`src/rtl/spi_peripheral.sv`:
```
`timescale 1ns/1ps
// Purpose: SPI mode-0 target with oversampled sclk/mosi/cs_n. It has a one-byte TX holding register and an RX byte register with acknowledge.
// Latency: pin-to-action is SYNC_STAGES+1 raw_clk cycles. rx_valid rises on the cycle the 8th sclk rising edge is acted on.
// Backpressure: no stall. tx_load is ignored while tx_ready=0. An unacknowledged rx byte is overwritten and sets the sticky overrun flag.
//
// Ports:
//   raw_clk, reset_n      : only clock; asynchronous active-low reset
//   cs_n, sclk, mosi      : asynchronous SPI pins from the initiator
//   miso                  : serial data out (0 while deselected)
//   tx_data/tx_load       : byte offered to the holding register
//   tx_ready              : holding register empty
//   rx_data/rx_valid      : last complete byte and its pending flag
//   rx_ack                : clears rx_valid and overrun
//   busy                  : frame in progress (synchronised cs_n low)
//   overrun               : byte completed while rx_valid was still set
// Build option: define SPI_PERIPHERAL_LSB_FIRST_EN for LSB-first in both directions.
// The default build is MSB-first.

module spi_peripheral #(
    parameter int          SYNC_STAGES = 2,
    parameter logic [7:0]  IDLE_FILL   = 8'h00
) (
    input  logic       raw_clk,
    input  logic       reset_n,
    input  logic       cs_n,
    input  logic       sclk,
    input  logic       mosi,
    output logic       miso,
    input  logic [7:0] tx_data,
    input  logic       tx_load,
    output logic       tx_ready,
    output logic [7:0] rx_data,
    output logic       rx_valid,
    input  logic       rx_ack,
    output logic       busy,
    output logic       overrun
);

    typedef enum logic {ST_IDLE, ST_SELECTED} state_t;

    state_t state, state_nxt;

    logic [SYNC_STAGES-1:0] cs_sync, sclk_sync, mosi_sync;
    logic                   cs_hist, sclk_hist;
    logic                   cs_s, sclk_s, mosi_s;
    logic                   cs_fall, cs_rise, sclk_fall, sclk_rise;

    logic [7:0] tx_hold, tx_shift, rx_shift;
    logic [2:0] bit_cnt;

    logic       load_evt, shift_evt, rise_evt, byte_done, consume, tx_accept;
    logic [7:0] load_src, tx_shifted, rx_next;
    logic       load_bit, shift_bit;

    // The cs_n chain resets to 0 (not 1). If cs_n is already low when reset is
    // released, no falling edge is seen, so a new frame needs a real high->low
    // toggle. If cs_n is high, the 0->1 transition seen after release is a
    // harmless rising edge while already IDLE.
    always_ff @(posedge raw_clk or negedge reset_n) begin
        if (!reset_n) begin
            cs_sync   <= '0;
            sclk_sync <= '0;
            mosi_sync <= '0;
            cs_hist   <= 1'b0;
            sclk_hist <= 1'b0;
        end else begin
            cs_sync   <= {cs_sync[SYNC_STAGES-2:0], cs_n};
            sclk_sync <= {sclk_sync[SYNC_STAGES-2:0], sclk};
            mosi_sync <= {mosi_sync[SYNC_STAGES-2:0], mosi};
            cs_hist   <= cs_sync[SYNC_STAGES-1];
            sclk_hist <= sclk_sync[SYNC_STAGES-1];
        end
    end

    assign cs_s      = cs_sync[SYNC_STAGES-1];
    assign sclk_s    = sclk_sync[SYNC_STAGES-1];
    assign mosi_s    = mosi_sync[SYNC_STAGES-1];
    assign cs_fall   = cs_hist & ~cs_s;
    assign cs_rise   = ~cs_hist & cs_s;
    assign sclk_rise = ~sclk_hist & sclk_s;
    assign sclk_fall = sclk_hist & ~sclk_s;

    assign load_src = tx_ready ? IDLE_FILL : tx_hold;

`ifdef SPI_PERIPHERAL_LSB_FIRST_EN
    assign load_bit   = load_src[0];
    assign tx_shifted = {1'b0, tx_shift[7:1]};
    assign shift_bit  = tx_shift[1];
    assign rx_next    = {mosi_s, rx_shift[7:1]};
`else
    assign load_bit   = load_src[7];
    assign tx_shifted = {tx_shift[6:0], 1'b0};
    assign shift_bit  = tx_shift[6];
    assign rx_next    = {rx_shift[6:0], mosi_s};
`endif

    // State register
    always_ff @(posedge raw_clk or negedge reset_n) begin
        if (!reset_n) state <= ST_IDLE;
        else          state <= state_nxt;
    end

    // Next state and per-cycle events. A cs_n rise overrides any sclk activity
    // seen in the same cycle.
    always_comb begin
        state_nxt = state;
        busy      = 1'b0;
        load_evt  = 1'b0;
        shift_evt = 1'b0;
        rise_evt  = 1'b0;
        case (state)
            ST_IDLE: begin
                if (cs_fall) begin
                    state_nxt = ST_SELECTED;
                    load_evt  = 1'b1;
                end
            end
            ST_SELECTED: begin
                busy = 1'b1;
                if (cs_rise) begin
                    state_nxt = ST_IDLE;
                end else begin
                    rise_evt = sclk_rise;
                    // Falling edge at a byte boundary refills from the holding register.
                    load_evt  = sclk_fall && (bit_cnt == 3'd0);
                    shift_evt = sclk_fall && (bit_cnt != 3'd0);
                end
            end
            default: state_nxt = ST_IDLE;
        endcase
    end

    assign byte_done = rise_evt && (bit_cnt == 3'd7);
    assign consume   = load_evt && !tx_ready;
    // A load coinciding with the holding register draining is accepted.
    assign tx_accept = tx_load && (tx_ready || consume);

    // Shift path and miso
    always_ff @(posedge raw_clk or negedge reset_n) begin
        if (!reset_n) begin
            tx_shift <= '0;
            rx_shift <= '0;
            bit_cnt  <= '0;
            miso     <= 1'b0;
        end else if (cs_rise) begin
            bit_cnt <= '0;
            miso    <= 1'b0;
        end else if (load_evt) begin
            tx_shift <= load_src;
            miso     <= load_bit;
            if (state == ST_IDLE) bit_cnt <= '0;
        end else if (shift_evt) begin
            tx_shift <= tx_shifted;
            miso     <= shift_bit;
        end else if (rise_evt) begin
            rx_shift <= rx_next;
            bit_cnt  <= bit_cnt + 3'd1;
        end
    end

    // TX holding register
    always_ff @(posedge raw_clk or negedge reset_n) begin
        if (!reset_n) begin
            tx_hold  <= '0;
            tx_ready <= 1'b1;
        end else if (tx_accept) begin
            tx_hold  <= tx_data;
            tx_ready <= 1'b0;
        end else if (consume) begin
            tx_ready <= 1'b1;
        end
    end

    // RX byte register. A completing byte takes priority over rx_ack.
    always_ff @(posedge raw_clk or negedge reset_n) begin
        if (!reset_n) begin
            rx_data  <= '0;
            rx_valid <= 1'b0;
            overrun  <= 1'b0;
        end else if (byte_done) begin
            rx_data  <= rx_next;
            rx_valid <= 1'b1;
            if (rx_valid && !rx_ack) overrun <= 1'b1;
        end else if (rx_ack) begin
            rx_valid <= 1'b0;
            overrun  <= 1'b0;
        end
    end

endmodule

```
`config.mk`:
```
export PLATFORM = sky130hd
export DESIGN_NAME = spi_peripheral
export DESIGN_NICKNAME = d
export VERILOG_FILES = /design/src/rtl/spi_peripheral.sv
export SDC_FILE = /design/constraint.sdc
export NUM_CORES = 1
export LEC_CHECK = 0
export ABC_CLOCK_PERIOD_IN_PS = 1950
export CAP_MARGIN = 30
export CORE_MARGIN = 2
export CORE_UTILIZATION = 37
export CTS_CLUSTER_SIZE = 8
export DETAILED_ROUTE_END_ITERATION = 8
export DONT_BUFFER_PORTS = 1
export GPL_TIMING_DRIVEN = 0
export PLACE_DENSITY = 0.58
export SYNTH_ARGS = -nofsm -noshare
export SYNTH_HDL_FRONTEND = slang
export SYNTH_SLANG_ARGS = --single-unit
export TNS_END_PERCENT = 5
```
`constraint.sdc`:
```
create_clock -name raw_clk -period 1.95 [get_ports raw_clk]
set_input_delay 0.39 -clock raw_clk [delete_from_list [all_inputs] [get_ports raw_clk]]
set_output_delay 0.39 -clock raw_clk [all_outputs]
set_load 0.03 [all_outputs]
```
After elaboration in Yosys (flattened, before gate mapping)

Cells that the tools add are included.

Register bits after elaboration: 46
Word-level logic and storage cells: 79

Add/sub/neg operators: 1
Equality and inequality tests: 4
Muxes and demuxes: 27
Bitwise gates (word level): 12
Reduce and logical (&&, ||, !) cells: 20

Operator list:

| kind                | number |
|---|---|
| $mux 1              | 17 |
| $mux 3              | 5 |
| $mux 7              | 2 |
| $reduce_bool 3->1   | 3 |
| $mux 8              | 1 |
| $not 1->1           | 8 |
| $logic_and 1x1->1   | 6 |
| $ne 3x3->1 const B  | 2 |
| $reduce_bool 2->1   | 3 |
| $and 1x1->1         | 4 |
| $pmux 1 s2          | 2 |
| $reduce_and 2->1    | 2 |
| $reduce_and 4->1    | 1 |
| $add 3x1->3 const B | 1 |
| $eq 3x3->1 const B  | 1 |
| $logic_not 3->1     | 1 |
| $reduce_and 3->1    | 1 |
| $logic_not 1->1     | 2 |
| $ne 2x1->1 const B  | 1 |
| $logic_or 1x1->1    | 1 |

Longest topological paths before layout

Gate-level depths: netlist of run 1.

Depth after elaboration: 9
Mapped depth: 6
Gate-level depth less buffers: 6

Worst setup path after synthesis of run 1

Ideal clock, no wire load.

Kind: reg-to-reg
Start point: register state
End point: register tx_hold[0]
Library setup time: 0.125 ns
Arrival: 1.523 ns
Setup slack: 0.302 ns
Cell stages (with the launch flop): 5
Period minus slack after synthesis: 1.648 ns
Cells stage by stage: dfrtp_1 > or3b_4 > o31ai_4 > o21ai_4 > mux2_4

Longest elaborated chain between the ends: 5

RTL lines:

| element                | RTL line | RTL |
|---|---|---|
| from (decl)            | 41       | `state_t state, state_nxt;` |
| from (signal assigned) | 100      | `else state <= state_nxt;` |
| $not 1->1              | --       |  |
| $pmux 1 s2 (*)         | 111      | `case (state)` |
| $logic_and 1x1->1 (*)  | 134      | `assign consume = load_evt && !tx_ready;` |
| $logic_or 1x1->1 (*)   | 136      | `assign tx_accept = tx_load && (tx_ready \|\| consume);` |
| $logic_and 1x1->1 (*)  | 136      |  |
| to (signal assigned)   | 167      | `tx_hold <= tx_data;` |
| to (decl)              | 48       | `logic [7:0] tx_hold, tx_shift, rx_shift;` |

Mark *: on every way between the ends. The rest lies on a longest branch, timed or not.
A chain may end at the register's enable or synchronous reset.

Worst setup path after layout of run 1

Start point: register bit_cnt[0]
End point: register tx_hold[2]

Longest elaborated chain between the ends: 7

RTL lines:

| element                | RTL line | RTL |
|---|---|---|
| from (decl)            | 49       | `logic [2:0] bit_cnt;` |
| from (signal assigned) | 157      | `bit_cnt <= bit_cnt + 3'd1;` |
| $logic_not 3->1        | 125      | `load_evt = sclk_fall && (bit_cnt == 3'd0);` |
| $logic_and 1x1->1      | 125      |  |
| $mux 1                 | 120      | `if (cs_rise) begin` |
| $pmux 1 s2             | 111      |  |
| $logic_and 1x1->1      | 134      |  |
| $logic_or 1x1->1       | 136      |  |
| $logic_and 1x1->1      | 136      |  |

No other way between the ends.

==> impl_metrics.tcl, run 1 <==
set metrics [dict create \
    maxCapViolations 0 \
    routed_via_density 4.99 \
    overflow 0 \
    fmax_ghz 0.559 \
    cp.required_ps 2130 \
    setup_viol 0 \
    numCtsBuffers 5 \
    dr.first_iter.drc_count 21 \
    die_x_um 76.6 \
    final.period_utilization 0.918 \
    cp.arrival_ps 1970 \
    whs_path_depth 0 \
    crit_chain "inv_1 -> ha_1 -> nand4bb_2 -> o31ai_4 -> o21ai_4 -> mux2_4" \
    gp_congestion 0.648 \
    p_leak_nw 1.03 \
    vdd_drop_max_mv 0.510 \
    slew-limit-headroom 0.610 \
    rows 26 \
    cts_setup_buffers 0 \
    cpMaxStageDelayCell "dfrtp_1" \
    synth_nets 152 \
    vias 1062 \
    detail-route-antenna-nets 0 \
    dieArea_um2 5870 \
    start_util 0.382 \
    ys_warn_count 0 \
    die_height_um 76.6 \
    finalSetupTns_ps 0 \
    seq_area_frac_synth 0.590 \
    synth_top_area_share 0.577 \
    synth_top_area_cell "dfrtp_1" \
    num_antenna_cells 0 \
    ys_ff_latch 46 \
    drive_gt1_frac 0.315 \
    cpPeakStageDelay_ps 390 \
    wl_um 3060 \
    path_class "flop to flop" \
    syn_to_final_growth_pct 10.4 \
    cts_tree "yes" \
    synthCells 134 \
    drc 0 \
    ff2ff_path_depth 6 \
    finalNetCount 161 \
    clock_latency_ps 290 \
    crit_fanout 8 \
    grt_pass1_vias 1105 \
    synthesis.area_um2 1950 \
    maxSlewViolCount 0 \
    core_area_um2 5110 \
    cts.path.max_buffers 2 \
    pin_count 28 \
    fill_cells 482 \
    stdcell_count 213 \
    firstDrtPassIters 4 \
    status "finished, final reports clean" \
    endpoint_kind "flop" \
    cts.sinks 46 \
    hold_violations 0 \
    powerDensity_nw_per_um2 1020 \
    wl_per_cell_um 14.4 \
    rsz0062_at_grt "false" \
    dp.cells 204 \
    antenna_found_initial 0 \
    synth_cell_types 30 \
    root_buffer "clkbuf_8" \
    fin_crit_ps 1790 \
    tightest_slew_ps 584 \
    cts_max_level 2 \
    avgSynthCellArea_um2 14.6 \
    dp_hpwl_um 2110 \
    grt_max_degree 47 \
    grt_pass1_wl_um 5310 \
    hp-class "primary input to flop" \
    port_buffers 0 \
    cts.clk_slew.worst_paths_ps 80 \
    start_kind "flop" \
    finClkSkew_ps 3.26 \
    synthTopCellsByArea "dfrtp_1, mux2_4, nand3_1" \
    grt_usage 0.115 \
]
## repair_timing
action | CTS | global route
hold buffers | 2 | 0
hold endpoints to repair | 46 | 0
gates resized for setup | 0 | 0
endpoints found under the setup margin | 0 | 0
## sequential cells by signal, indices dropped and copies added, names as in the netlist
| register | count |
|---|---|
| rx_data | 8 |
| tx_hold | 8 |
| rx_shift | 7 |
| tx_shift | 7 |
| bit_cnt | 3 |
| cs_sync | 2 |
| mosi_sync | 2 |
| sclk_sync | 2 |
| cs_hist | 1 |
| miso | 1 |
| overrun | 1 |
| rx_valid | 1 |
| sclk_hist | 1 |
| state | 1 |
| tx_ready | 1 |
## area by class of cell
cell class | instances | area [um2] | share of cell area
repair buffers | 2 | 37.5 | 0.0174
clock inverters | 2 | 10.0 | 0.00464
well taps | 70 | 87.6 | 0.0406
clock buffers | 5 | 68.8 | 0.0319
inverters | 4 | 15.0 | 0.00696
multi-input cells | 83 | 773 | 0.359
flip-flops and latches | 46 | 1150 | 0.535
plain buffers | 1 | 11.3 | 0.00522
## final timing paths
| kind | start | slack (ps) | to |
|---|---|---|---|
| max in group asynchronous | reset_n | 1060 | tx_ready$_DFFE_PN1P_ |
| max | bit_cnt[0]$_DFFE_PN0P_ | 160 | tx_hold[2]$_DFFE_PN0P_ |
| min | cs_n | 120 | cs_sync[0]$_DFF_PN0_ |
| min in group asynchronous | reset_n | 620 | bit_cnt[0]$_DFFE_PN0P_ |
| max reg2reg | bit_cnt[0]$_DFFE_PN0P_ | 160 | tx_hold[2]$_DFFE_PN0P_ |
| min reg2reg | cs_sync[0]$_DFF_PN0_ | 350 | cs_sync[1]$_DFF_PN0_ |
## power breakdown
part / switching [W] / total [W] / leakage (nW) / internal [W]
clock network: 0.000296 / 0.000537 / 0.0438 / 0.000241
registers: 0.000150 / 0.00130 / 0.580 / 0.00115
logic: 0.000146 / 0.000359 / 0.409 / 0.000213
## cell usage after synthesis (all sizes together)
master   number
a31oi         1
a32o          1
and2b         1
buf           1
dfrtp        45
dfstp         1
ha            3
inv           4
mux2         23
mux2i         2
nand2         9
nand2b        4
nand3        21
nand3b        1
nand4         1
nand4b        1
nand4bb       1
nor2          4
nor4b         1
o21ai         4
o21ba         1
o31ai         1
o32ai         1
or3b          1
xnor2         1
## cell usage in the layout (no fill, tap or decap), types with 2 or more instances in the layout
master	count
nand2b_1	4
nor2_1	3
clkbuf_8	5
nand2_1	8
inv_1	3
mux2i_1	2
clkinv_2	2
o21ai_0	3
ha_1	3
mux2_4	16
mux2_2	7
dfrtp_1	45
nand3_1	21
## stage by stage
stage | power (W) | setup slack, ps | cell area [um2] | hold slack [ps] | util
floorplan | 0.00158 | 302 | 1950 | 94.4 | -
global placement | 0.00164 | 188 | 2040 | 95.4 | 0.399
detailed placement | 0.00166 | 177 | 2040 | 95.6 | 0.399
CTS | 0.00224 | 154 | 2160 | 101 | 0.422
global route | 0.00235 | 71.7 | 2160 | 94.8 | 0.422
finish | 0.00220 | 160 | 2160 | 121 | 0.422
## metal layers
metal	part of all wire	wire [um]	track usage	up-vias
met5	0	0	0	-
met4	0.016	49	0.0491	0
met3	0.061	188	0.0427	6
met2	0.47	1440	0.178	34
met1	0.45	1380	0.145	525
li1	-	-	-	497
## worst max-delay path, delay by kind of cell (launching register included)
| kind | cells | cell delay (ps) |
|---|---|---|
| adders and majority gates | 1 | 190 |
| buffers and inverters | 1 | 90 |
| and+or+nand+nor | 1 | 200 |
| AOI/OAI and AO/OA | 2 | 480 |
| muxes | 1 | 320 |
| DFF | 1 | 390 |
## logic make-up (layout without fill, tap and decap cells)
family	count (synthesis)	after routing	share of synthesized area
muxes	25	25	0.174
xor gates and xnor gates	1	1	0.00449
adders and majority gates	3	3	0.0192
buffers and inverters	5	14	0.0135
and+or+nand+nor	45	45	0.144
AOI/OAI and AO/OA	9	9	0.0545
DFF	46	46	0.590
Note: power is estimated with default switching activity, not from simulation.
==> inputs of run 2 (changes only) <==
Settings changed: CORE_UTILIZATION 37 to 61, PLACE_DENSITY 0.58 to 0.84.
==> impl_metrics.tcl, run 2 (synthesis gave the netlist of run 1 again) <==
set metrics [dict create \
    cpPeakStageDelay_ps 690 \
    cpMaxStageDelayCell "dfrtp_1" \
    drc 0 \
    num_antenna_cells 0 \
    vdd_drop_max_mv 0.745 \
    maxSlewViolCount 0 \
    slew-limit-headroom 0.577 \
    cts.sinks 46 \
    path_delay_family "flip-flops" \
    reg_top3 "rx_data: 8 flops, tx_hold: 8 flops" \
    multi_input_area_um2 773 \
    status "finished, final reports clean" \
    numCtsBuffers 5 \
    pin_count 28 \
    hold_violations 0 \
    grt_pass1_wl_um 4950 \
    detail-route-antenna-nets 0 \
    cts.clk_slew.worst_paths_ps 130 \
    fill_cells 226 \
    grt_pass1_vias 1077 \
    final_common_cell "dfrtp_1" \
    start_util 0.639 \
    finalSetupTns_ps 0 \
    final.period_utilization 0.936 \
    clock_latency_ps 360 \
    drive_gt1_frac 0.319 \
    crit_buf_inv 0 \
    setup_viol 0 \
    grt_max_degree 47 \
    start_kind "flop" \
    cts_max_level 2 \
    cp.required_ps 2210 \
    hp-class "primary input to flop" \
    gp_congestion 0.738 \
    endpoint_kind "flop" \
    wl_per_cell_um 16.1 \
    cts_tree "yes" \
    core_area_um2 3050 \
    die_x_um 60.6 \
    crit_chain "or3b_4 -> o31ai_4 -> o21ai_4 -> mux2_4" \
    p_leak_nw 1.02 \
    fin_area_um2 2090 \
    crit_fanout 8 \
    overflow 0 \
    ff_latch_area_um2 1150 \
    syn_to_final_growth_pct 7.24 \
    finClkSkew_ps 10.2 \
    root_buffer "clkbuf_4" \
    dp_hpwl_um 2150 \
    rsz0062_at_grt "false" \
    dieArea_um2 3670 \
    fin_crit_ps 1820 \
    port_buffers 0 \
    dr.first_iter.drc_count 72 \
    vias 1089 \
    die_height_um 60.6 \
    cts.path.max_buffers 2 \
    finalNetCount 161 \
    fmax_ghz 0.548 \
    wl_um 3030 \
    path_class "flop to flop" \
    place_area_um2 2010 \
    firstDrtPassIters 4 \
    tightest_slew_ps 632 \
    final_cell_mix "dfrtp_1, nand3_1, mux2_4, nand2_1, mux2_2" \
    routed_via_density 5.79 \
    powerDensity_nw_per_um2 1010 \
    rows 20 \
    maxCapViolations 0 \
    antenna_found_initial 0 \
    grt_usage 0.189 \
    cp.arrival_ps 2080 \
]
[run 2: path summary, 6_finish.rpt]
kind                       cells past startpoint            startpoint                     end  slack [ps]
max                                            4       state$_DFF_PN0_  tx_hold[4]$_DFFE_PN0P_         130
min                                            0                  sclk  sclk_sync[0]$_DFF_PN0_          40
max reg2reg                                    4       state$_DFF_PN0_  tx_hold[4]$_DFFE_PN0P_         130
min reg2reg                                    0  cs_sync[0]$_DFF_PN0_    cs_sync[1]$_DFF_PN0_         360
max in group asynchronous                      2               reset_n    tx_ready$_DFFE_PN1P_        1200
min in group asynchronous                      2               reset_n  rx_data[3]$_DFFE_PN0P_         480
[run 2: final cells by class]
class                   instances  area share
flip-flops and latches         46       0.551
clock buffers                   5      0.0179
well taps                      44      0.0263
repair buffers                  2      0.0143
plain buffers                   1     0.00538
clock inverters                 3     0.00897
multi-input cells              83       0.369
inverters                       4     0.00717
[run 2: where the power goes]
part | switching (W) | leakage [nW] | internal (W)
logic | 0.000152 | 0.406 | 0.000211
registers | 0.000161 | 0.580 | 0.00115
clock network | 0.000297 | 0.0354 | 0.000141
total | 0.000611 | 1.02 | 0.00151
[run 2: per-layer routing]
metal,routed length (um),vias up,part of all wire,GRT usage
met1,1350,549,0.45,0.233
met5,0,-,0,0
li1,-,492,-,-
met4,88,0,0.029,0.0901
met3,181,11,0.060,0.0576
met2,1400,37,0.46,0.306
[run 2: metrics by stage]
step | total power (W) | util | setup WS, ps | cells | hold slack (ps)
after floorplan | 0.00158 | - | 302 | 134 | 94.4
after global placement | 0.00163 | 0.657 | 210 | 178 | 95.4
after detailed placement | 0.00167 | 0.657 | 151 | 178 | 95.3
after CTS | 0.00213 | 0.686 | 123 | 188 | 37.5
after global routing | 0.00223 | 0.686 | 42.7 | 188 | 9.89
final | 0.00212 | 0.686 | 125 | 188 | 44.7
[run 2: timing repair]
action                    in CTS  in global routing
hold buffers                   2                  0
hold endpoints to repair      46                  0
buffers inserted               0                  0
gates resized for setup        0                  0
==> inputs of run 3 (changes only) <==
--- a/config.mk
+++ b/config.mk
@@ -8,5 +8,5 @@
 export ABC_CLOCK_PERIOD_IN_PS = 1950
 export CAP_MARGIN = 30
-export CORE_MARGIN = 2
+export CORE_MARGIN = 1
 export CORE_UTILIZATION = 61
 export CTS_CLUSTER_SIZE = 8
==> constraint.sdc (replaced) <==
create_clock -name raw_clk -period 1.95 [get_ports raw_clk]
set_input_delay 0.585 -clock raw_clk [delete_from_list [all_inputs] [get_ports raw_clk]]
set_output_delay 0.585 -clock raw_clk [all_outputs]
set_load 0.03 [all_outputs]
==> impl_metrics.tcl, run 3 (synthesis gave the netlist of run 1 again) <==
set metrics [dict create \
    status "finished, final reports clean" \
    cts.clk_slew.worst_paths_ps 140 \
    syn_to_final_growth_pct 6.73 \
    finalSetupTns_ps 0 \
    root_buffer "clkbuf_4" \
    cts.path.max_buffers 2 \
    maxSlewViolCount 0 \
    hp-class "primary input to async pin" \
    slew-limit-headroom 0.573 \
    port_buffers 0 \
    p_leak_nw 1.02 \
    tightest_slew_ps 639 \
    start_util 0.639 \
    fill_cells 219 \
    maxCapViolations 0 \
    final_common_cell "dfrtp_1" \
    antenna_found_initial 0 \
    cp.required_ps 2200 \
    cpPeakStageDelay_ps 680 \
    crit_chain "nand3b_2 -> nor2_8 -> nand2_4 -> mux2_4" \
    grt_max_degree 46 \
    cpMaxStageDelayCell "dfrtp_1" \
    firstDrtPassIters 4 \
    stdcell_count 187 \
    die_x_um 58.6 \
    wl_per_cell_um 16.6 \
    dieArea_um2 3430 \
    routed_via_density 5.82 \
    powerDensity_nw_per_um2 1020 \
    crit_buf_inv 0 \
    finalNetCount 160 \
    core_area_um2 3050 \
    grt_pass1_vias 1137 \
    rows 20 \
    clock_latency_ps 360 \
    final_cell_mix "dfrtp_1, nand3_1, mux2_4, nand2_1, mux2_2" \
    cp.arrival_ps 2080 \
    finClkSkew_ps 14.8 \
    drc 0 \
    overflow 0 \
    fmax_ghz 0.546 \
    fin_crit_ps 1830 \
    dr.first_iter.drc_count 59 \
    grt_usage 0.213 \
    cts_setup_buffers 0 \
    crit_fanout 10 \
    final.period_utilization 0.940 \
    start_kind "flop" \
    vias 1088 \
    place_area_um2 2010 \
    drive_gt1_frac 0.322 \
    fin_area_um2 2080 \
    die_height_um 58.6 \
    path_class "flop to flop" \
    cts_max_level 2 \
    dp_hpwl_um 2170 \
    path_delay_family "simple AND/OR/NAND/NOR gates" \
    reg_top3 "rx_data: 8 flops, tx_hold: 8 flops" \
    setup_viol 0 \
    detail-route-antenna-nets 0 \
    num_antenna_cells 0 \
    vdd_drop_max_mv 0.739 \
    holdWs_ps 46.9 \
    pin_count 28 \
    numCtsBuffers 5 \
    hold_violations 0 \
    rsz0062_at_grt "false" \
    gp_congestion 0.730 \
    grt_pass1_wl_um 5260 \
    dp.cells 178 \
    endpoint_kind "flop" \
    cts_tree "yes" \
    cts.sinks 46 \
    wl_um 3110 \
]
[run 3: cell types whose count changed in the layout (fill, tap and decap cells not counted)]
cell / previous run / this run
dlygate4sd3_1: 1 / 0
[run 3: what timing repair did]
action | in CTS | in global routing
gates resized for setup | 0 | 0
hold endpoints to repair | 45 | 0
hold buffers | 1 | 0
endpoints found under the setup margin | 0 | 0
[run 3: worst paths after layout]
path	from	endpoint	slack, ps	cells past startpoint
setup / recovery	state$_DFF_PN0_	rx_data[0]$_DFFE_PN0P_	120	4
hold / removal	reset_n	rx_data[4]$_DFFE_PN0P_	50	1
setup reg to reg	state$_DFF_PN0_	rx_data[0]$_DFFE_PN0P_	120	4
hold reg to reg	mosi_sync[0]$_DFF_PN0_	mosi_sync[1]$_DFF_PN0_	360	0
max in group asynchronous	reset_n	tx_shift[1]$_DFFE_PN0P_	1690	1
min in group raw_clk	sclk	sclk_sync[0]$_DFF_PN0_	250	0
[run 3: worst register-to-register path, delay by kind of cell, from the launching register on]
kind,cells,cell delay (ps)
simple gates,3,720
mux,1,320
flops,1,680
[run 3: layer usage]
layer | global-route usage | routed length [um]
met1 | 0.273 | 1380
met5 | 0 | 0
met2 | 0.346 | 1520
met3 | 0.0527 | 151
met4 | 0.0986 | 61
[run 3: layout make-up]
cell class	instances	area (um2)	area share
clock inverters	3	18.8	0.00901
flip-flops and latches	46	1150	0.553
multi-input cells	83	773	0.371
repair buffers	1	20.0	0.00961
well taps	44	55.1	0.0264
inverters	4	15.0	0.00721
clock buffers	5	37.5	0.0180
plain buffers	1	11.3	0.00541
[run 3: power breakdown]
group / leakage [nW] / internal [W] / total [W] / switching (W)
Combinational: 0.402 / 0.000210 / 0.000363 / 0.000153
Clock: 0.0354 / 0.000141 / 0.000441 / 0.000300
Sequential: 0.580 / 0.00115 / 0.00131 / 0.000161
Total: 1.02 / 0.00150 / 0.00212 / 0.000614
[run 3: metrics by stage]
step	setup slack [ps]	total power (W)	utilization
CTS	123	0.00213	0.682
global placement	211	0.00163	0.657
global route	14.0	0.00224	0.682
detailed placement	155	0.00168	0.657
finish	117	0.00212	0.682
floorplan	302	0.00158	-
